`src/rtl/wb_host_arbiter_if.sv`:
```
// Signal bundle between the two requesters, the arbiter and the ethmac Wishbone slave.
// The arbiter takes the master view; the environment (requesters + slave) takes the slave view.
interface wb_host_arbiter_if #(
  parameter int AW = 10
);
  logic          m0_req_i;
  logic          m1_req_i;
  logic          m0_we_i;
  logic          m1_we_i;
  logic [AW-1:0] m0_adr_i;
  logic [AW-1:0] m1_adr_i;
  logic [31:0]   m0_dat_i;
  logic [31:0]   m1_dat_i;
  logic [3:0]    m0_sel_i;
  logic [3:0]    m1_sel_i;
  logic          m0_done_o;
  logic          m1_done_o;
  logic          m0_err_o;
  logic          m1_err_o;
  logic [31:0]   m0_dat_o;
  logic [31:0]   m1_dat_o;
  logic [AW-1:0] wb_adr_o;
  logic [31:0]   wb_dat_o;
  logic [3:0]    wb_sel_o;
  logic          wb_we_o;
  logic          wb_cyc_o;
  logic          wb_stb_o;
  logic [31:0]   wb_dat_i;
  logic          wb_ack_i;
  logic          wb_err_i;
  logic [1:0]    grant_o;

  modport master (
    input  m0_req_i, m1_req_i, m0_we_i, m1_we_i, m0_adr_i, m1_adr_i,
           m0_dat_i, m1_dat_i, m0_sel_i, m1_sel_i, wb_dat_i, wb_ack_i, wb_err_i,
    output m0_done_o, m1_done_o, m0_err_o, m1_err_o, m0_dat_o, m1_dat_o,
           wb_adr_o, wb_dat_o, wb_sel_o, wb_we_o, wb_cyc_o, wb_stb_o, grant_o
  );

  modport slave (
    output m0_req_i, m1_req_i, m0_we_i, m1_we_i, m0_adr_i, m1_adr_i,
           m0_dat_i, m1_dat_i, m0_sel_i, m1_sel_i, wb_dat_i, wb_ack_i, wb_err_i,
    input  m0_done_o, m1_done_o, m0_err_o, m1_err_o, m0_dat_o, m1_dat_o,
           wb_adr_o, wb_dat_o, wb_sel_o, wb_we_o, wb_cyc_o, wb_stb_o, grant_o
  );
endinterface

```
`src/rtl/wb_host_arbiter.sv`:
```
// Round-robin arbiter sharing one Wishbone classic-cycle master port between two requesters,
// with per-requester done/err/read-data returns and an abort for slaves that never respond.
module wb_host_arbiter #(
  parameter int AW      = 10,
  parameter int TIMEOUT = 255
) (
  input  logic                 wb_clk_i,
  input  logic                 wb_rst_n_i,
  wb_host_arbiter_if.master    bus
);

  typedef enum logic [1:0] {
    ST_IDLE = 2'd0,
    ST_BUS  = 2'd1,
    ST_GAP  = 2'd2
  } state_t;

  localparam logic [7:0] TO_LAST = 8'(TIMEOUT - 1);

  state_t        state_r, state_s;
  logic          last_m1_r, last_m1_s;
  logic [7:0]    cnt_r, cnt_s;
  logic [AW-1:0] adr_r, adr_s;
  logic [31:0]   wdat_r, wdat_s;
  logic [3:0]    sel_r, sel_s;
  logic          we_r, we_s;
  logic          cyc_r, cyc_s;
  logic [1:0]    grant_r, grant_s;
  logic [1:0]    done_r, done_s;
  logic [1:0]    err_r, err_s;
  logic [31:0]   rdat0_r, rdat0_s;
  logic [31:0]   rdat1_r, rdat1_s;
  logic          pick_m1_s;
  logic          finish_s;
  logic          capture_s;

  // Next-state and next-output logic for the IDLE/BUS/GAP transfer sequencer
  always_comb begin
    state_s   = state_r;
    last_m1_s = last_m1_r;
    cnt_s     = cnt_r;
    adr_s     = adr_r;
    wdat_s    = wdat_r;
    sel_s     = sel_r;
    we_s      = we_r;
    cyc_s     = cyc_r;
    grant_s   = grant_r;
    done_s    = 2'b00;
    err_s     = 2'b00;
    rdat0_s   = rdat0_r;
    rdat1_s   = rdat1_r;
    pick_m1_s = 1'b0;
    finish_s  = 1'b0;
    capture_s = 1'b0;
    case (state_r)
      ST_IDLE: begin
        if (bus.m0_req_i || bus.m1_req_i) begin
          // m1 wins when alone, or when both ask and m0 was served last
          pick_m1_s = bus.m1_req_i && (!bus.m0_req_i || !last_m1_r);
          if (pick_m1_s) begin
            adr_s   = bus.m1_adr_i;
            wdat_s  = bus.m1_dat_i;
            sel_s   = bus.m1_sel_i;
            we_s    = bus.m1_we_i;
            grant_s = 2'b10;
          end else begin
            adr_s   = bus.m0_adr_i;
            wdat_s  = bus.m0_dat_i;
            sel_s   = bus.m0_sel_i;
            we_s    = bus.m0_we_i;
            grant_s = 2'b01;
          end
          last_m1_s = pick_m1_s;
          cnt_s     = 8'd0;
          cyc_s     = 1'b1;
          state_s   = ST_BUS;
        end else begin
          state_s = ST_IDLE;
        end
      end
      ST_BUS: begin
        finish_s = bus.wb_err_i || bus.wb_ack_i || (cnt_r == TO_LAST);
        if (finish_s) begin
          // err has priority over ack; a silent slave ends here as a timeout error
          capture_s = bus.wb_ack_i && !bus.wb_err_i && !we_r;
          rdat0_s   = (capture_s && grant_r[0]) ? bus.wb_dat_i : rdat0_r;
          rdat1_s   = (capture_s && grant_r[1]) ? bus.wb_dat_i : rdat1_r;
          done_s    = grant_r;
          err_s     = (bus.wb_err_i || !bus.wb_ack_i) ? grant_r : 2'b00;
          cyc_s     = 1'b0;
          grant_s   = 2'b00;
          state_s   = ST_GAP;
        end else if (cnt_r != 8'hFF) begin
          cnt_s = cnt_r + 8'd1;
        end else begin
          cnt_s = cnt_r;
        end
      end
      ST_GAP: begin
        state_s = ST_IDLE;
      end
      default: begin
        cyc_s   = 1'b0;
        grant_s = 2'b00;
        state_s = ST_IDLE;
      end
    endcase
  end

  // State and output registers; reset leaves m0 with round-robin priority
  always_ff @(posedge wb_clk_i or negedge wb_rst_n_i) begin
    if (!wb_rst_n_i) begin
      state_r   <= ST_IDLE;
      last_m1_r <= 1'b1;
      cnt_r     <= 8'd0;
      adr_r     <= '0;
      wdat_r    <= 32'd0;
      sel_r     <= 4'd0;
      we_r      <= 1'b0;
      cyc_r     <= 1'b0;
      grant_r   <= 2'b00;
      done_r    <= 2'b00;
      err_r     <= 2'b00;
      rdat0_r   <= 32'd0;
      rdat1_r   <= 32'd0;
    end else begin
      state_r   <= state_s;
      last_m1_r <= last_m1_s;
      cnt_r     <= cnt_s;
      adr_r     <= adr_s;
      wdat_r    <= wdat_s;
      sel_r     <= sel_s;
      we_r      <= we_s;
      cyc_r     <= cyc_s;
      grant_r   <= grant_s;
      done_r    <= done_s;
      err_r     <= err_s;
      rdat0_r   <= rdat0_s;
      rdat1_r   <= rdat1_s;
    end
  end

  assign bus.wb_adr_o  = adr_r;
  assign bus.wb_dat_o  = wdat_r;
  assign bus.wb_sel_o  = sel_r;
  assign bus.wb_we_o   = we_r;
  assign bus.wb_cyc_o  = cyc_r;
  assign bus.wb_stb_o  = cyc_r;
  assign bus.grant_o   = grant_r;
  assign bus.m0_done_o = done_r[0];
  assign bus.m1_done_o = done_r[1];
  assign bus.m0_err_o  = err_r[0];
  assign bus.m1_err_o  = err_r[1];
  assign bus.m0_dat_o  = rdat0_r;
  assign bus.m1_dat_o  = rdat1_r;

endmodule

```
`src/flat_wrapper.sv`:
```
// flat-port wrapper written by rule: the top's interface ports become plain ports
module wb_host_arbiter_flat 
#(
  parameter int AW      = 10,
  parameter int TIMEOUT = 255
)
  (wb_clk_i, wb_rst_n_i, bus_m0_req_i, bus_m1_req_i, bus_m0_we_i, bus_m1_we_i, bus_m0_adr_i, bus_m1_adr_i, bus_m0_dat_i, bus_m1_dat_i, bus_m0_sel_i, bus_m1_sel_i, bus_wb_dat_i, bus_wb_ack_i, bus_wb_err_i, bus_m0_done_o, bus_m1_done_o, bus_m0_err_o, bus_m1_err_o, bus_m0_dat_o, bus_m1_dat_o, bus_wb_adr_o, bus_wb_dat_o, bus_wb_sel_o, bus_wb_we_o, bus_wb_cyc_o, bus_wb_stb_o, bus_grant_o);
  wb_host_arbiter_if #(.AW(AW)) bus_i ();
  input  logic wb_clk_i;
  input  logic wb_rst_n_i;
  input wire logic [$bits(bus_i.m0_req_i)-1:0] bus_m0_req_i;
  input wire logic [$bits(bus_i.m1_req_i)-1:0] bus_m1_req_i;
  input wire logic [$bits(bus_i.m0_we_i)-1:0] bus_m0_we_i;
  input wire logic [$bits(bus_i.m1_we_i)-1:0] bus_m1_we_i;
  input wire logic [$bits(bus_i.m0_adr_i)-1:0] bus_m0_adr_i;
  input wire logic [$bits(bus_i.m1_adr_i)-1:0] bus_m1_adr_i;
  input wire logic [$bits(bus_i.m0_dat_i)-1:0] bus_m0_dat_i;
  input wire logic [$bits(bus_i.m1_dat_i)-1:0] bus_m1_dat_i;
  input wire logic [$bits(bus_i.m0_sel_i)-1:0] bus_m0_sel_i;
  input wire logic [$bits(bus_i.m1_sel_i)-1:0] bus_m1_sel_i;
  input wire logic [$bits(bus_i.wb_dat_i)-1:0] bus_wb_dat_i;
  input wire logic [$bits(bus_i.wb_ack_i)-1:0] bus_wb_ack_i;
  input wire logic [$bits(bus_i.wb_err_i)-1:0] bus_wb_err_i;
  output wire logic [$bits(bus_i.m0_done_o)-1:0] bus_m0_done_o;
  output wire logic [$bits(bus_i.m1_done_o)-1:0] bus_m1_done_o;
  output wire logic [$bits(bus_i.m0_err_o)-1:0] bus_m0_err_o;
  output wire logic [$bits(bus_i.m1_err_o)-1:0] bus_m1_err_o;
  output wire logic [$bits(bus_i.m0_dat_o)-1:0] bus_m0_dat_o;
  output wire logic [$bits(bus_i.m1_dat_o)-1:0] bus_m1_dat_o;
  output wire logic [$bits(bus_i.wb_adr_o)-1:0] bus_wb_adr_o;
  output wire logic [$bits(bus_i.wb_dat_o)-1:0] bus_wb_dat_o;
  output wire logic [$bits(bus_i.wb_sel_o)-1:0] bus_wb_sel_o;
  output wire logic [$bits(bus_i.wb_we_o)-1:0] bus_wb_we_o;
  output wire logic [$bits(bus_i.wb_cyc_o)-1:0] bus_wb_cyc_o;
  output wire logic [$bits(bus_i.wb_stb_o)-1:0] bus_wb_stb_o;
  output wire logic [$bits(bus_i.grant_o)-1:0] bus_grant_o;
  assign bus_i.m0_req_i = bus_m0_req_i;
  assign bus_i.m1_req_i = bus_m1_req_i;
  assign bus_i.m0_we_i = bus_m0_we_i;
  assign bus_i.m1_we_i = bus_m1_we_i;
  assign bus_i.m0_adr_i = bus_m0_adr_i;
  assign bus_i.m1_adr_i = bus_m1_adr_i;
  assign bus_i.m0_dat_i = bus_m0_dat_i;
  assign bus_i.m1_dat_i = bus_m1_dat_i;
  assign bus_i.m0_sel_i = bus_m0_sel_i;
  assign bus_i.m1_sel_i = bus_m1_sel_i;
  assign bus_i.wb_dat_i = bus_wb_dat_i;
  assign bus_i.wb_ack_i = bus_wb_ack_i;
  assign bus_i.wb_err_i = bus_wb_err_i;
  assign bus_m0_done_o = bus_i.m0_done_o;
  assign bus_m1_done_o = bus_i.m1_done_o;
  assign bus_m0_err_o = bus_i.m0_err_o;
  assign bus_m1_err_o = bus_i.m1_err_o;
  assign bus_m0_dat_o = bus_i.m0_dat_o;
  assign bus_m1_dat_o = bus_i.m1_dat_o;
  assign bus_wb_adr_o = bus_i.wb_adr_o;
  assign bus_wb_dat_o = bus_i.wb_dat_o;
  assign bus_wb_sel_o = bus_i.wb_sel_o;
  assign bus_wb_we_o = bus_i.wb_we_o;
  assign bus_wb_cyc_o = bus_i.wb_cyc_o;
  assign bus_wb_stb_o = bus_i.wb_stb_o;
  assign bus_grant_o = bus_i.grant_o;
  wb_host_arbiter #(.AW(AW), .TIMEOUT(TIMEOUT)) u_core (.wb_clk_i(wb_clk_i), .wb_rst_n_i(wb_rst_n_i), .bus(bus_i));
endmodule
```
`config.mk`:
```
export PLATFORM = sky130hd
export DESIGN_NAME = wb_host_arbiter_flat
export DESIGN_NICKNAME = d
export VERILOG_FILES = /design/src/rtl/wb_host_arbiter_if.sv /design/src/rtl/wb_host_arbiter.sv /design/src/flat_wrapper.sv
export SDC_FILE = /design/constraint.sdc
export NUM_CORES = 1
export LEC_CHECK = 0
export BUFFER_PORTS_ARGS = -buffer_cell sky130_fd_sc_hd__buf_2
export CAP_MARGIN = 25
export CORE_UTILIZATION = 40
export CTS_BUF_LIST = sky130_fd_sc_hd__clkbuf_8
export DETAILED_ROUTE_END_ITERATION = 6
export PLACE_DENSITY = 0.7
export SLEW_MARGIN = 20
export SYNTH_ARGS = -nofsm -noshare
export SYNTH_HDL_FRONTEND = slang
export SYNTH_SLANG_ARGS = --single-unit
```
`constraint.sdc`:
```
create_clock -name wb_clk_i -period 3 [get_ports wb_clk_i]
set_clock_uncertainty 0.15 [all_clocks]
set_input_delay 0 -clock wb_clk_i [delete_from_list [all_inputs] [get_ports wb_clk_i]]
set_output_delay 0 -clock wb_clk_i [all_outputs]
set_load 0.01 [all_outputs]
```
# ---- Yosys cells after proc, flatten, opt, wreduce, memory -nomap -nowiden
# Index checks and enable logic that the tools add are counted.
dict set report op_classes {
  add_sub_neg 1
  eq_ne 8
  muxes 23
  bitwise_logic 1
  reduce_logical 22
}
# op count
set ops {}
lappend ops {{$mux 32} 1}
lappend ops {{$mux 8} 3}
lappend ops {{$mux 2} 9}
lappend ops {{$pmux 8 s2} 1}
lappend ops {{$mux 10} 1}
lappend ops {{$reduce_and 3->1} 3}
lappend ops {{$add 8x1->8 const B} 1}
lappend ops {{$eq 8x8->1 const B} 1}
lappend ops {{$ne 8x8->1 const B} 1}
lappend ops {{$ne 2x1->1 const B} 3}
lappend ops {{$pmux 2 s3} 1}
lappend ops {{$logic_and 1x1->1} 5}
lappend ops {{$logic_not 1->1} 5}
lappend ops {{$logic_or 1x1->1} 5}
lappend ops {{$mux 1} 4}
lappend ops {{$mux 4} 1}
lappend ops {{$pmux 2 s2} 1}
lappend ops {{$reduce_and 4->1} 1}
lappend ops {{$pmux 1 s3} 1}
lappend ops {{$eq 2x1->1 const B} 1}
lappend ops {{$eq 2x2->1 const B} 1}
lappend ops {{$logic_not 2->1} 1}
lappend ops {{$ne 2x2->1 const B} 1}
lappend ops {{$reduce_and 2->1} 1}
lappend ops {{2 further kinds} 2}
dict set report totals {
  reg_bits 129
  in_bits 132
  output_inout_bits 119
  elab_cells 68
}

# ---- Logic depth before layout (Yosys ltp)
dict set report depth {
  ltp_word 6
  depth_mapped 7
  depth_no_buf 6
}

# ---- Worst setup path before layout
# Ideal clock, no wire load.
dict set report synth_path {
  kind {reg-to-reg}
  from {reg u_core.state_r[1]}
  to {reg u_core.rdat1_r[10] (netlist: u_core.bus.m1_dat_o[10])}
  setup_time_ns 0.125
  arrival_ns 1.498
  required_ns 2.725
  setup_slack_ns 1.227
  stages_incl_launch_ff 5
  path_buffers 1
  period_less_slack_ns 1.773
  cell_sequence {dfrtp_1 nand2b_4 nor4b_4 buf_6 mux2_2}
}
dict set report synth_via {
  elab_chain_len 2
}
# element line_no
set synth_lines {}
lappend synth_lines {{from (decl)} wb_host_arbiter.sv:20} ;# state_t state_r, state_s;
lappend synth_lines {{from (signal assigned)} wb_host_arbiter.sv:127} ;# state_r <= state_s;
lappend synth_lines {{$eq 2x1->1} wb_host_arbiter.sv:55} ;# case (state_r)
lappend synth_lines {{$reduce_and 3->1 (no line)} -}
lappend synth_lines {{to (signal assigned)} wb_host_arbiter.sv:139} ;# rdat1_r <= rdat1_s;
lappend synth_lines {{to (decl)} wb_host_arbiter.sv:32} ;# logic [31:0] rdat1_r, rdat1_s;
# Every way passes these cells.
# A chain may end at the register's enable or synchronous reset.

# ---- Final worst setup path
dict set report layout_path {
  from {reg u_core.last_m1_r}
  to {reg u_core.wdat_r[1] (netlist: u_core.bus.wb_dat_o[1])}
}
dict set report layout_via {
  elab_chain_len 4
}
# element line_no
set layout_lines {}
lappend layout_lines {{from (decl)} wb_host_arbiter.sv:21} ;# logic last_m1_r, last_m1_s;
lappend layout_lines {{from (signal assigned)} wb_host_arbiter.sv:128} ;# last_m1_r <= last_m1_s;
lappend layout_lines {{$logic_not 1->1} wb_host_arbiter.sv:59} ;# pick_m1_s = bus.m1_req_i && (!bus.m0_req_i || !last_m1_r);
lappend layout_lines {{$logic_or 1x1->1} wb_host_arbiter.sv:59}
lappend layout_lines {{$logic_and 1x1->1} wb_host_arbiter.sv:59}
lappend layout_lines {{$mux 32} wb_host_arbiter.sv:60} ;# if (pick_m1_s) begin
lappend layout_lines {{to (signal assigned)} wb_host_arbiter.sv:131} ;# wdat_r <= wdat_s;
lappend layout_lines {{to (decl)} wb_host_arbiter.sv:24} ;# logic [31:0] wdat_r, wdat_s;
# Every way passes these cells.

==> out/metrics.cfg <==
[status]
status = completed

[clock_network]
clock_path_buffers = 2
root_buffer = clkbuf_8
insertion_delay_ns = 0.42
h-tree-depth = 4
clkTransAtPathRegs_ns = 0.07
numCtsBuffers = 17
numClockSinks = 129
post_cts_resized = 0
cts_tree = done

[logic_synthesis]
synthFlopType = dfrtp_1
synth_cells = 428
synth_async_sr_flop_share_pct = 100
ys_ff_latch = 129
ys_warn_count = 0
synth_edf_count = 0
synth.avg_cell_area_um2 = 12.9
ys_seq_area_share_pct = 58.5
synth.distinct_cells = 39
syn_nets = 562
synth_area_um2 = 5520

[timing]
max_freq_mhz = 394
setup_violations = 0
tns_ns = 0
rsz0062_at_grt = no
max_slew.worst_pin.slew_ns = 0.821
slew_viol_final = 0
min_period_ns = 2.54
finalHoldViolations = 0
slew_headroom_pct = 45.1
period_share_pct = 84.7

[power]
powerDensity_nw_per_um2 = 865
switching_share_pct = 34.6
cellInternalPower_mw = 4.92
comb_power_share_pct = 38.1
clkPwrFrac_pct = 22.6
total_leakage_power_nw = 4.43
peakVddDrop_uv = 374
net-switching-power_mw = 2.60
seqPwrFrac_pct = 39.3

[setup_path]
r2r_setup_slack_ns = 0.46
critical-path-top-delay-family = buffers and inverters
crit_arrival_ns = 2.68
worstPathRequired_ns = 3.14
critical_path_class = reg -> reg
worst_r2r_path_depth = 5
path_cells = a21boi_4 -> buf_4 -> mux2i_1 -> dlygate4sd3_1 -> o21ai_0
path_max_fanout = 18
startpoint_type = flop
r2r-end = u_core.bus.wb_dat_o[1]
slowest_stage = a21boi_4
worst_path_largest_cell_delay_ns = 0.65
path_buf_inv = 2
r2r-start = u_core.last_m1_r
crit_path_end_kind = flop

[final_layout]
layout_common_cells = 249 x buf_2, 133 x dlygate4sd3_1, 128 x dfrtp_1
final_util_pct = 65.2
fill_cells = 977
layout_commonest_cell = buf_2
drive_gt1_share_pct = 43.7
diodes = 0
area_growth_pct = 57.7
fin_nets = 949

[die]
placementRows = 42
ios = 251
die_h_um = 119
core_area_um2 = 13300
die_width_um = 119
die_area_um2 = 14300
start_util_pct = 41.4

[job]
maxCapViolCount = 0

[routing]
drc = 0
finalWirelength_mm = 16.3
first_pass_iters = 4
dr.first_iter.drc_count = 256
routedWlPerCell_um = 16.2
ant_nets = 0
vias = 4837
vias_per_cell = 4.82

[global_routing]
grt_util_all_layers_pct = 23.5
grt-ovfl-total = 0
grt_pass1_vias = 5174
grt_pass1_wl_mm = 26.0
antenna_found_initial = 0
grt_max_degree = 130

[place]
hpwl_mm = 9.92
io_buffers = 250
gp_congestion = 0.794

[hold_path]
min-delay-path-class = in -> async

## how the worst max path moves through the flow
stage,cells past startpoint,startpoint,end
2_1_floorplan,4,u_core.state_r[1],u_core.bus.m1_dat_o[10]
3_3_place_gp,4,u_core.last_m1_r,u_core.bus.wb_adr_o[2]
3_5_place_dp,5,u_core.state_r[1],u_core.bus.wb_dat_o[22]
6_report,5,u_core.last_m1_r,u_core.bus.wb_dat_o[1]
4_1_cts,5,u_core.last_m1_r,u_core.bus.wb_dat_o[1]
5_1_grt,5,u_core.last_m1_r,u_core.bus.wb_adr_o[7]
## Yosys cell counts (all sizes together) (2+ instances only)
| cell | instances | area [um2] |
|---|---|---|
| dfrtp | 128 | 3200 |
| mux2 | 64 | 721 |
| o21ai | 54 | 274 |
| nand2 | 52 | 195 |
| mux2i | 48 | 480 |
| buf | 19 | 165 |
| nor2 | 7 | 26.3 |
| a31oi | 6 | 37.5 |
| and3 | 6 | 37.5 |
| clkbuf | 6 | 23.8 |
| nand3 | 5 | 25.0 |
| a21oi | 4 | 20.0 |
| nor4b | 3 | 71.3 |
| a211oi | 2 | 15.0 |
| and2 | 2 | 12.5 |
| ha | 2 | 25.0 |
| inv | 2 | 7.51 |
| nand2b | 2 | 27.5 |
| nand4 | 2 | 12.5 |
## layer usage
layer  vias up  wire (um)  GRT usage [%]
li1       2289          -              -
met1      2285       6610           28.0
met2       238       8030           40.3
met3        25       1240           6.47
met4         0        383           8.83
met5         -          0              0
## power groups by stage
stage | sequential (mW) | clock [mW] | combinational (mW)
after global routing | 3.06 | 1.82 | 3.13
after CTS | 2.95 | 1.74 | 2.83
final | 2.96 | 1.70 | 2.86
after global placement | 2.95 | 0 | 2.53
after floorplan | 3.26 | 0 | 1.16
after detailed placement | 2.96 | 0 | 2.62
## sequential cells by signal (all words and copies together), names as in the netlist, 2 cells and up
register             count
u_core.state_r           2
u_core.err_r             2
u_core.bus.wb_dat_o     32
u_core.bus.wb_sel_o      4
u_core.bus.grant_o       2
u_core.bus.wb_adr_o     10
u_core.bus.m1_dat_o     32
u_core.done_r            2
u_core.cnt_r             8
u_core.bus.m0_dat_o     32
## layout make-up
type | instances | area, um2 | share of cell area [%]
clock buffer | 20 | 275 | 3.16
clock inverter | 11 | 185 | 2.13
inverter | 2 | 7.51 | 0.0862
multi-input combinational | 272 | 2100 | 24.1
sequential | 129 | 3230 | 37.1
tap | 176 | 220 | 2.53
timing repair buffer | 393 | 2690 | 30.8
## logic make-up (layout without fill, tap and decap cells)
group / after synthesis / count (layout) / synth area share [%]
flops: 129 / 129 / 58.5
mux: 112 / 112 / 21.8
simple gates: 82 / 82 / 7.77
compound gates: 76 / 76 / 7.96
buf+inv: 27 / 426 / 3.56
fa+ha+maj: 2 / 2 / 0.453
## tightest hold or removal path, stage by stage
cell and delay (ns):
dlygate4sd3_1 0.53, buf_4 0.12, buf_12 0.46
## timing repair
| item | 4_1_cts | 5_1_grt |
|---|---|---|
| hold buffers | 133 | 0 |
| hold endpoints to repair | 253 | 0 |
| setup buffers | 0 | 0 |
| setup endpoints to repair | 0 | 0 |
## metrics by stage
stage          hold WS, ns  cell area (um2)  power, mW  std cells  worst slack (ns)
6_report            0.0550             8700       7.53       1003             0.459
3_5_place_dp        0.0226             6910       5.58        839             0.988
2_1_floorplan       -0.446             5520       4.42        428              1.23
3_3_place_gp       0.00462             6910       5.47        839              1.06
5_1_grt              0.135             8700       8.01       1003             0.353
4_1_cts              0.104             8700       7.53       1003             0.478
Power figures use the tool's default switching activity.
